[src/rtl/ballot_box_scheduler.sv]
`default_nettype none
// ============================================================================
// Module   : ballot_box_scheduler
// Brief    : Election phase sequencer with round-robin sharing of one datapath
//            port among four ballot boxes. BOX0_PRIORITY_EN gives box 0 fixed
//            absolute priority over boxes 1-3.
// Revision : 1.0 - initial release
// ============================================================================
module ballot_box_scheduler #(
    parameter int REG_CYCLES  = 100,
    parameter int VOTE_CYCLES = 100,
    parameter int ID_W        = 6
) (
    input  logic              CLK,
    input  logic              RSTN,
    input  logic              start,
    input  logic [3:0]        req,
    input  logic [4*ID_W-1:0] box_user_id,
    input  logic [7:0]        box_cand,
    output logic [3:0]        gnt,
    output logic              dp_valid,
    output logic [1:0]        dp_mode,
    output logic [ID_W-1:0]   dp_user_id,
    output logic [1:0]        dp_cand,
    output logic              dp_clear,
    output logic [2:0]        phase,
    output logic [7:0]        reject_cnt
);

    localparam int c_MAX_LEN = (REG_CYCLES > VOTE_CYCLES) ? REG_CYCLES : VOTE_CYCLES;
    localparam int c_CNT_W   = (c_MAX_LEN > 1) ? $clog2(c_MAX_LEN) : 1;
    localparam logic [c_CNT_W-1:0] c_REG_LAST  = c_CNT_W'(REG_CYCLES - 1);
    localparam logic [c_CNT_W-1:0] c_VOTE_LAST = c_CNT_W'(VOTE_CYCLES - 1);

    localparam logic [2:0] c_ST_IDLE  = 3'd0;
    localparam logic [2:0] c_ST_REG   = 3'd1;
    localparam logic [2:0] c_ST_VOTE  = 3'd2;
    localparam logic [2:0] c_ST_TALLY = 3'd3;
    localparam logic [2:0] c_ST_DONE  = 3'd4;

`ifdef BOX0_PRIORITY_EN
    localparam logic [1:0] c_PTR_RST = 2'd1;
`else
    localparam logic [1:0] c_PTR_RST = 2'd0;
`endif

    logic [2:0]         r_phase;
    logic [c_CNT_W-1:0] r_cnt;
    logic [1:0]         r_ptr;
    logic [3:0]         r_gnt;
    logic               r_dp_valid;
    logic [1:0]         r_dp_mode;
    logic [ID_W-1:0]    r_dp_user_id;
    logic [1:0]         r_dp_cand;
    logic               r_dp_clear;
    logic [7:0]         r_reject_cnt;

    logic [2:0]         w_next_phase;
    logic [c_CNT_W-1:0] w_next_cnt;
    logic [1:0]         w_next_mode;
    logic               w_last;
    logic               w_idle_done;
    logic               w_arb_phase;
    logic               w_arb_en;
    logic [3:0]         w_elig;
    logic               w_found;
    logic [1:0]         w_win;
    logic [1:0]         w_next_ptr;
    logic [3:0]         w_grant_oh;
    logic [3:0]         w_rej_bits;
    logic [2:0]         w_rej_num;
    logic [8:0]         w_rej_sum;
`ifdef BOX0_PRIORITY_EN
    logic [2:0]         w_idx3;
`else
    logic [1:0]         w_idx;
`endif

    assign w_idle_done = (r_phase == c_ST_IDLE) || (r_phase == c_ST_DONE);
    assign w_last      = ((r_phase == c_ST_REG)  && (r_cnt == c_REG_LAST)) ||
                         ((r_phase == c_ST_VOTE) && (r_cnt == c_VOTE_LAST));

    always_comb begin
        w_next_phase = r_phase;
        w_next_cnt   = r_cnt;
        case (r_phase)
            c_ST_IDLE, c_ST_DONE: begin
                if (start) begin
                    w_next_phase = c_ST_REG;
                    w_next_cnt   = '0;
                end
            end
            c_ST_REG: begin
                if (w_last) begin
                    w_next_phase = c_ST_VOTE;
                    w_next_cnt   = '0;
                end else begin
                    w_next_cnt = r_cnt + 1'b1;
                end
            end
            c_ST_VOTE: begin
                if (w_last) begin
                    w_next_phase = c_ST_TALLY;
                    w_next_cnt   = '0;
                end else begin
                    w_next_cnt = r_cnt + 1'b1;
                end
            end
            c_ST_TALLY: w_next_phase = c_ST_DONE;
            default:    w_next_phase = c_ST_IDLE;
        endcase
    end

    // Outputs are registered, so the mode shown tracks the phase being entered.
    always_comb begin
        case (w_next_phase)
            c_ST_VOTE:  w_next_mode = 2'd1;
            c_ST_TALLY: w_next_mode = 2'd2;
            default:    w_next_mode = 2'd0;
        endcase
    end

    // The final VOTE slot belongs to the tally transaction.
    assign w_arb_phase = (r_phase == c_ST_REG) || (r_phase == c_ST_VOTE);
    assign w_arb_en    = w_arb_phase && !((r_phase == c_ST_VOTE) && w_last);
    assign w_elig      = w_arb_en ? (req & ~r_gnt) : 4'b0000;

    always_comb begin
        w_found    = 1'b0;
        w_win      = 2'd0;
        w_next_ptr = r_ptr;
`ifdef BOX0_PRIORITY_EN
        w_idx3 = 3'd0;
        if (w_elig[0]) begin
            w_found = 1'b1;
            w_win   = 2'd0;
        end else begin
            // Descending scan so the candidate nearest the pointer wins last.
            for (int i = 2; i >= 0; i--) begin
                w_idx3 = {1'b0, r_ptr} + 3'(i);
                if (w_idx3 > 3'd3) w_idx3 = w_idx3 - 3'd3;
                if (w_elig[w_idx3[1:0]]) begin
                    w_found = 1'b1;
                    w_win   = w_idx3[1:0];
                end
            end
        end
        if (w_found && (w_win != 2'd0))
            w_next_ptr = (w_win == 2'd3) ? 2'd1 : (w_win + 2'd1);
`else
        w_idx = 2'd0;
        for (int i = 3; i >= 0; i--) begin
            w_idx = r_ptr + 2'(i);
            if (w_elig[w_idx]) begin
                w_found = 1'b1;
                w_win   = w_idx;
            end
        end
        if (w_found)
            w_next_ptr = w_win + 2'd1;
`endif
    end

    assign w_grant_oh = w_found ? (4'b0001 << w_win) : 4'b0000;

    // Boxes just granted are still dropping req and are not counted as rejects.
    assign w_rej_bits = req & ~w_grant_oh & (w_arb_phase ? ~r_gnt : 4'b1111);
    assign w_rej_num  = {2'b00, w_rej_bits[0]} + {2'b00, w_rej_bits[1]} +
                        {2'b00, w_rej_bits[2]} + {2'b00, w_rej_bits[3]};
    assign w_rej_sum  = {1'b0, r_reject_cnt} + {6'b000000, w_rej_num};

    always_ff @(posedge CLK or negedge RSTN) begin
        if (!RSTN) begin
            r_phase      <= c_ST_IDLE;
            r_cnt        <= '0;
            r_ptr        <= c_PTR_RST;
            r_gnt        <= 4'b0000;
            r_dp_valid   <= 1'b0;
            r_dp_mode    <= 2'd0;
            r_dp_user_id <= '0;
            r_dp_cand    <= 2'd0;
            r_dp_clear   <= 1'b0;
            r_reject_cnt <= 8'd0;
        end else begin
            r_phase      <= w_next_phase;
            r_cnt        <= w_next_cnt;
            r_ptr        <= w_next_ptr;
            r_gnt        <= w_grant_oh;
            r_dp_valid   <= w_found || ((r_phase == c_ST_VOTE) && w_last);
            r_dp_mode    <= w_next_mode;
            r_dp_user_id <= w_found ? box_user_id[w_win*ID_W +: ID_W] : '0;
            r_dp_cand    <= w_found ? box_cand[w_win*2 +: 2] : 2'd0;
            r_dp_clear   <= w_idle_done && start;
            if (w_idle_done && start)
                r_reject_cnt <= 8'd0;
            else if (w_rej_sum > 9'd255)
                r_reject_cnt <= 8'hFF;
            else
                r_reject_cnt <= w_rej_sum[7:0];
        end
    end

    assign phase      = r_phase;
    assign gnt        = r_gnt;
    assign dp_valid   = r_dp_valid;
    assign dp_mode    = r_dp_mode;
    assign dp_user_id = r_dp_user_id;
    assign dp_cand    = r_dp_cand;
    assign dp_clear   = r_dp_clear;
    assign reject_cnt = r_reject_cnt;

endmodule
`default_nettype wire

[config.mk]
export PLATFORM = sky130hd
export DESIGN_NAME = ballot_box_scheduler
export DESIGN_NICKNAME = d
export VERILOG_FILES = /design/src/rtl/ballot_box_scheduler.sv
export SDC_FILE = /design/constraint.sdc
export NUM_CORES = 1
export LEC_CHECK = 0
export ABC_AREA = 1
export CAP_MARGIN = 20
export CORE_AREA = 2 2 80 74
export CTS_CLUSTER_SIZE = 25
export DETAILED_ROUTE_END_ITERATION = 6
export DIE_AREA = 0 0 82 76
export PLACE_DENSITY = 0.74
export SLEW_MARGIN = 25
export SYNTH_ARGS = -nofsm -noshare
export SYNTH_HDL_FRONTEND = slang
export SYNTH_SLANG_ARGS = --single-unit
[constraint.sdc]
create_clock -name CLK -period 9.1 [get_ports CLK]
set_clock_uncertainty 0.15 [all_clocks]
set_input_delay 1.82 -clock CLK [delete_from_list [all_inputs] [get_ports CLK]]
set_output_delay 1.82 -clock CLK [all_outputs]
set_load 0.02 [all_outputs]
== Word level (Yosys, flattened, before mapping) ==
Index checks and enable logic that the tools add are counted.

* Register bits: 36
* Bits in latches: 0
* Bits in writable memories: 0
* ROM bits: 0
* Input bits: 39
* Output and inout port bits: 27
* Word-level logic and storage cells: 87
* Memories kept: 0

* Add/subtract/negate cells: 9
* Multiply operators: 1
* Div/mod/pow operators: 0
* Order comparisons: 5
* Equality and inequality tests: 8
* Shift-type cells: 3
* Mux-type cells: 31
* Bitwise logic cells: 5
* Reductions and logical operators: 15

{| class="wikitable"
|+ Operators by type and width
! cell !! number
|-
| variable part select 24 x 6 -> 6 bit || 1
|-
| two-way mux 8 bit || 2
|-
| two-way mux 7 bit || 2
|-
| case mux 7 bit (2 select lines) || 1
|-
| AND 4 bit || 3
|-
| equality test 3 x 2 -> 1 bit (second input constant) || 4
|-
| < comparator 2 x 3 -> 1 bit (second input constant) || 4
|-
| two-way mux 4 bit || 3
|-
| case mux 3 bit (4 select lines) || 1
|-
| two-way mux 2 bit || 5
|-
| adder 8 x 3 -> 9 bit || 1
|-
| > comparator 9 x 8 -> 1 bit (second input constant) || 1
|-
| two-way mux 3 bit || 3
|-
| binary-select mux 1 bit (select 2 bit) || 4
|-
| two-way mux 1 bit || 8
|-
| NOT 4 bit || 2
|-
| variable part select 8 x 4 -> 2 bit || 1
|-
| adder 7 x 1 -> 7 bit (second input constant) || 1
|-
| equality test 7 bit (second input constant) || 1
|-
| two-way mux 6 bit || 1
|-
| logical AND 1 bit || 5
|-
| adder 2 x 1 -> 2 bit (second input constant) || 2
|-
| adder 2 bit (second input constant) || 2
|-
| logical OR 1 bit || 4
|-
| other kinds (14) || 15
|}

== Longest topological paths before layout ==
* Word-level depth: 25
* Mapped depth: 27
* Depth with buffers taken out: 26

== Least setup slack after synthesis ==
No wires, ideal clock.

* Path kind: input-to-reg
* Start: input req[0]
* End: register r_reject_cnt[5], in the netlist reject_cnt[5]
* Setup time: 0.079 ns
* Arrival time: 5.025 ns
* Required time: 8.871 ns
* Slack: 3.846 ns
* Stages: 25
* Path buffers: 1
* Cells stage by stage: inv_1 -> nor2_1 -> nand4_1 -> nand2_1 -> nand2_1 -> nand2_2 -> inv_2 -> nand2_2 -> nand3_4 -> nand2_4 -> buf_6 -> inv_1 -> ha_1 -> nand2_1 -> nand2_1 -> fa_1 -> fa_1 -> inv_1 -> fa_1 -> nand3_1 -> nor2_1 -> nand2_1 -> nor2_1 -> nand2_1 -> a21oi_1

* Longest elaborated chain between the ends: 20
* Elaborated cells on any way between the ends: 30
* Those cells by class: 4 x add/sub; 1 x order compare; 1 x shift; 20 x mux; 4 x bitwise

{| class="wikitable"
|+ Ends and longest elaborated chain
! item !! line !! RTL
|-
| from (decl) || 17 || <nowiki>input logic [3:0] req,</nowiki>
|-
| AND 4 bit || 126 || <nowiki>assign w_elig = w_arb_en ? (req & ~r_gnt) : 4'b0000;</nowiki>
|-
| two-way mux 4 bit || 126 ||
|-
| binary-select mux 1 bit (select 2 bit) || 154 || <nowiki>if (w_elig[w_idx]) begin</nowiki>
|-
| two-way mux 1 bit (not written as such) || 154 ||
|-
| two-way mux 2 bit (4 in series) || 154 ||
|-
| << shifter 1 x 2 -> 4 bit || 164 || <nowiki>assign w_grant_oh = w_found ? (4'b0001 << w_win) : 4'b0000;</nowiki>
|-
| two-way mux 4 bit || 164 ||
|-
| NOT 4 bit || 167 || <nowiki>assign w_rej_bits = req & ~w_grant_oh & (w_arb_phase ? ~r_gnt : 4'b1111);</nowiki>
|-
| AND 4 bit (*) (2 in series) || 167 ||
|-
| adder 1 x 1 -> 2 bit || 168 || <nowiki>assign w_rej_num = {2'b00, w_rej_bits[0]} + {2'b00, w_rej_bits[1]} +</nowiki>
|-
| adder 2 x 1 -> 3 bit || 168 ||
|-
| adder 3 x 1 -> 3 bit (*) || 169 || <nowiki>{2'b00, w_rej_bits[2]} + {2'b00, w_rej_bits[3]};</nowiki>
|-
| adder 8 x 3 -> 9 bit (*) || 170 || <nowiki>assign w_rej_sum = {1'b0, r_reject_cnt} + {6'b000000, w_rej_num};</nowiki>
|-
| > comparator 9 x 8 -> 1 bit || 196 || <nowiki>else if (w_rej_sum > 9'd255)</nowiki>
|-
| two-way mux 8 bit (*) || 196 ||
|-
| two-way mux 8 bit (*) || 194 || <nowiki>if (w_idle_done && start)</nowiki>
|-
| to (signal assigned) || 199 || <nowiki>r_reject_cnt <= w_rej_sum[7:0];</nowiki>
|-
| to (decl) || 56 || <nowiki>logic [7:0] r_reject_cnt;</nowiki>
|}

Mark *: on every way between the ends. The rest lies on a longest branch, timed or not. The select of a mux whose other input is x is not followed.
A chain may end at the register's enable or synchronous reset.

== Worst setup path after layout ==
* Start: input req[0]
* End: register r_reject_cnt[2], in the netlist reject_cnt[2]

Same word-level chain as after synthesis.

==> results.md <==
- The chip height is 76 um.
- The time the final worst path needs with I/O delays and setup is 6.00 ns.
- The placeable core region is 5470 um2.
- The worst ir drop on vdd is 0.000182 V.
- The static power due to leakage is 1.53 nW.
- Buffers added to address setup during post-CTS repair amount to 0.
- For this run, the top clock speed supported by timing is 0.167 GHz.
- The count of pins over their slew limit is 0.
- The die is 82 um wide.
- The TritonCTS sink count is 36.
- The average instance in the mapped netlist occupies 8.02 um2.
- The maximum fanout along the worst path is 20.
- The clock insertion delay at the later pin of the skew report is 0.29 ns.
- Input and output buffers added on the ports amount to 65.
- For this run, the post-layout net count is 406.
- The fill cell instance count of the final layout is 481.
- The max-cap check violation count is 0.
- The count of nets left with antenna violations after detail routing is 0.
- The post-detailed-route DRC marker count is 0.
- The starting density of the core is 42.8%.
- The synthesized net count is 340.
- The worst hold path belongs to the class flop to flop.
- The repair_antennas step left the layout with diodes totalling 0.
- In the final layout, flip-flops and latches occupy 901 um2.
- The worst-case headroom to the max-slew limit is 42.8%.
- Detailed placement ended at an HPWL of 4.03 mm.
- The row count is 26.
- In the final routed layout, each cell accounts on average for 12.6 um.
- Gates resized during post-CTS repair numbered 0.
- In this run, CTS created clock tree buffers numbering 5.
- Setup repair after global routing left no endpoint under its margin.
- The count of yosys warnings during synthesis is 0.
- Setup total negative slack on the finished layout was measured at 0 ns.
- The total power density per cell area is 373 nW/um2.
- The die covers 6230 um2.
- TritonCTS built the clock tree.
- The post-synthesis instance area is 2340 um2.
- The share of layout cells above drive strength 1 is 9.47%.
- Clock-pin slew was measured on the worst setup and hold paths at 0.08 ns.
- Relative to the synthesized area, the layout overhead comes to 34.0%.
- The total grt overflow is 0.
- The leading cell type in the layout, fill and taps excluded is sky130_fd_sc_hd__clkdlybuf4s50_1.
- The synthesized netlist contains 34 unique library cells.
- The number of top-level pins is 66.
- The first detailed-routing pass took 4 iterations.
- The worst setup path is launched from an input pin.
- STA classifies the critical path endpoint as a flop.
- For this block, the via count after detailed routing is 2075.
- No sink is reached through more buffers than the 2 on the longest clock path.
- The count of final setup violators is 0.
- Routability-driven placement finished with a final weighted congestion of 0.791.
- The run finished with clean final reports.
- The deepest level of the CTS H-tree is 2.
- In the layout the commonest cells are sky130_fd_sc_hd__clkdlybuf4s50_1, sky130_fd_sc_hd__inv_1, sky130_fd_sc_hd__nand2_1, sky130_fd_sc_hd__dfrtp_1, sky130_fd_sc_hd__nand3_1.
- The data required time of the critical path is 9.16 ns.
- The placed instance area is 3030 um2.
- The via count of the first global-routing pass is 2068.
- The gate count after technology mapping is 292.
- The register area share after synthesis is 38.5%.
- The final design instance area without fill is 3140 um2.
- Counting flops and latches in the post-synthesis netlist gives 36.
- The tree is rooted in a sky130_fd_sc_hd__clkbuf_8.
- The number of antenna violations at the first check in global routing is 0.
- The setup path with the least slack is of type input pin to flop.
- The detail-routed via count per cell is 4.84.
- For this block, the initial DRC count from the detailed router was 96.
- The global-route wire length before repair is 9.34 mm.
- The final hold violation count came to 0.
- For the pin with the worst max-slew slack, the measured transition is 0.854 ns.
- The number of hold buffers added after CTS was 0.
- Entering global routing, the biggest net connects 37 pins.
- Global routing used 19.1% of the available tracks.
- The routed design has 5.39 mm of wire.
- Summing all multi-input logic gate instances after layout gives 1170 um2.
- The signal arrival time at the worst endpoint is 6.06 ns.
- The post-route clock period utilization is 65.9%.
-- worst max-delay path, cell delays in order --
cell and delay (ns):
sky130_fd_sc_hd__clkdlybuf4s50_1 0.48, sky130_fd_sc_hd__inv_1 0.06, sky130_fd_sc_hd__nor2_1 0.16, sky130_fd_sc_hd__nand4_1 0.11, sky130_fd_sc_hd__nand2_1 0.11, sky130_fd_sc_hd__nand2_1 0.09
sky130_fd_sc_hd__nand2_2 0.13, sky130_fd_sc_hd__inv_2 0.05, sky130_fd_sc_hd__nand2_2 0.08, sky130_fd_sc_hd__nand3_4 0.20, sky130_fd_sc_hd__nand2_4 0.26, sky130_fd_sc_hd__inv_1 0.09
sky130_fd_sc_hd__ha_1 0.19, sky130_fd_sc_hd__nand2_1 0.09, sky130_fd_sc_hd__nand2_1 0.09, sky130_fd_sc_hd__fa_1 0.50, sky130_fd_sc_hd__fa_1 0.43, sky130_fd_sc_hd__inv_1 0.11
sky130_fd_sc_hd__fa_1 0.23, sky130_fd_sc_hd__nand3_1 0.11, sky130_fd_sc_hd__nor2_1 0.10, sky130_fd_sc_hd__nand2_1 0.10, sky130_fd_sc_hd__nor2_1 0.10, sky130_fd_sc_hd__nand2_1 0.16
sky130_fd_sc_hd__a21oi_1 0.20
-- Yosys cell counts, drive strengths merged --
| master | count | area share, % |
|---|---|---|
| buf | 6 | 2.1 |
| a211oi | 1 | 0.32 |
| nand3 | 39 | 11 |
| nor2 | 20 | 3.5 |
| o31ai | 1 | 0.32 |
| clkinv | 1 | 0.16 |
| inv | 59 | 9.5 |
| a21oi | 23 | 4.9 |
| xnor2 | 3 | 1.1 |
| nand4 | 9 | 2.9 |
| and2 | 1 | 0.32 |
| a21boi | 1 | 0.32 |
| xor2 | 3 | 1.1 |
| a32o | 1 | 0.43 |
| ha | 6 | 3.2 |
| o22ai | 3 | 1.4 |
| nand3b | 9 | 2.9 |
| nor3 | 1 | 0.21 |
| fa | 3 | 2.6 |
| nand2 | 58 | 11 |
| o211ai | 1 | 0.32 |
| dfrtp | 36 | 38 |
| a31oi | 1 | 0.27 |
| o21ai | 6 | 1.3 |
-- worst paths after layout --
path | cells after the start | start | slack [ns] | endpoint
hold / removal | 1 | phase[2] | 0.37 | phase[2]
min in group asynchronous | 1 | RSTN | 1.46 | dp_mode[1]
max in group asynchronous | 1 | RSTN | 6.84 | dp_user_id[3]
setup reg to reg | 24 | r_cnt[0] | 4.21 | reject_cnt[2]
hold reg to reg | 1 | phase[2] | 0.37 | phase[2]
setup / recovery | 25 | req[0] | 3.10 | reject_cnt[2]
-- cell type report --
type | instances | share of cell area (%)
multi-input cells | 190 | 37.2
flip-flops and latches | 36 | 28.7
clock inverters | 3 | 1.36
clock buffers | 5 | 2.19
inverters | 60 | 7.18
repair buffers | 65 | 20.6
well taps | 70 | 2.79
-- stage by stage --
step	power, W	utilization, %	setup slack (ns)	hold slack [ns]	std cells
finish	0.00117	57.4	3.10	0.371	429
global route	0.00129	57.4	2.73	0.416	429
CTS	0.00118	57.4	3.09	0.383	429
detailed placement	0.00103	55.4	2.80	0.365	421
global placement	0.00100	55.4	3.06	0.345	421
floorplan	0.000828	-	3.85	0.338	292
-- registers in the layout (all words and copies together) (netlist names) --
signal      cells
reject_cnt      8
r_cnt           7
dp_user_id      6
dp_clear        1
dp_cand         2
dp_mode         2
dp_valid        1
r_ptr           2
phase           3
gnt             4
-- report_power, final --
group	switching (W)	leakage (nW)	total, W	internal, W
combinational	0.000452	1.03	0.000749	0.000297
clock	0.0000617	0.0541	0.000143	0.0000811
sequential	0.0000514	0.453	0.000279	0.000228
-- logic make-up after synthesis --
family | after synthesis | synth area share, %
xor+xnor | 6 | 2.25
buf+inv | 66 | 11.7
flops | 36 | 38.5
simple gates | 137 | 32.2
fa+ha+maj | 9 | 5.77
compound gates | 38 | 9.57
-- layer usage --
metal | vias up | track usage [%] | share of wire [%]
met3 | 8 | 5.21 | 7.2
li1 | 1063 | - | -
met1 | 935 | 25.7 | 46
met5 | - | 0 | 0
met4 | 0 | 5.50 | 1.4
met2 | 69 | 29.9 | 45
Power figures use the tool's default switching activity.
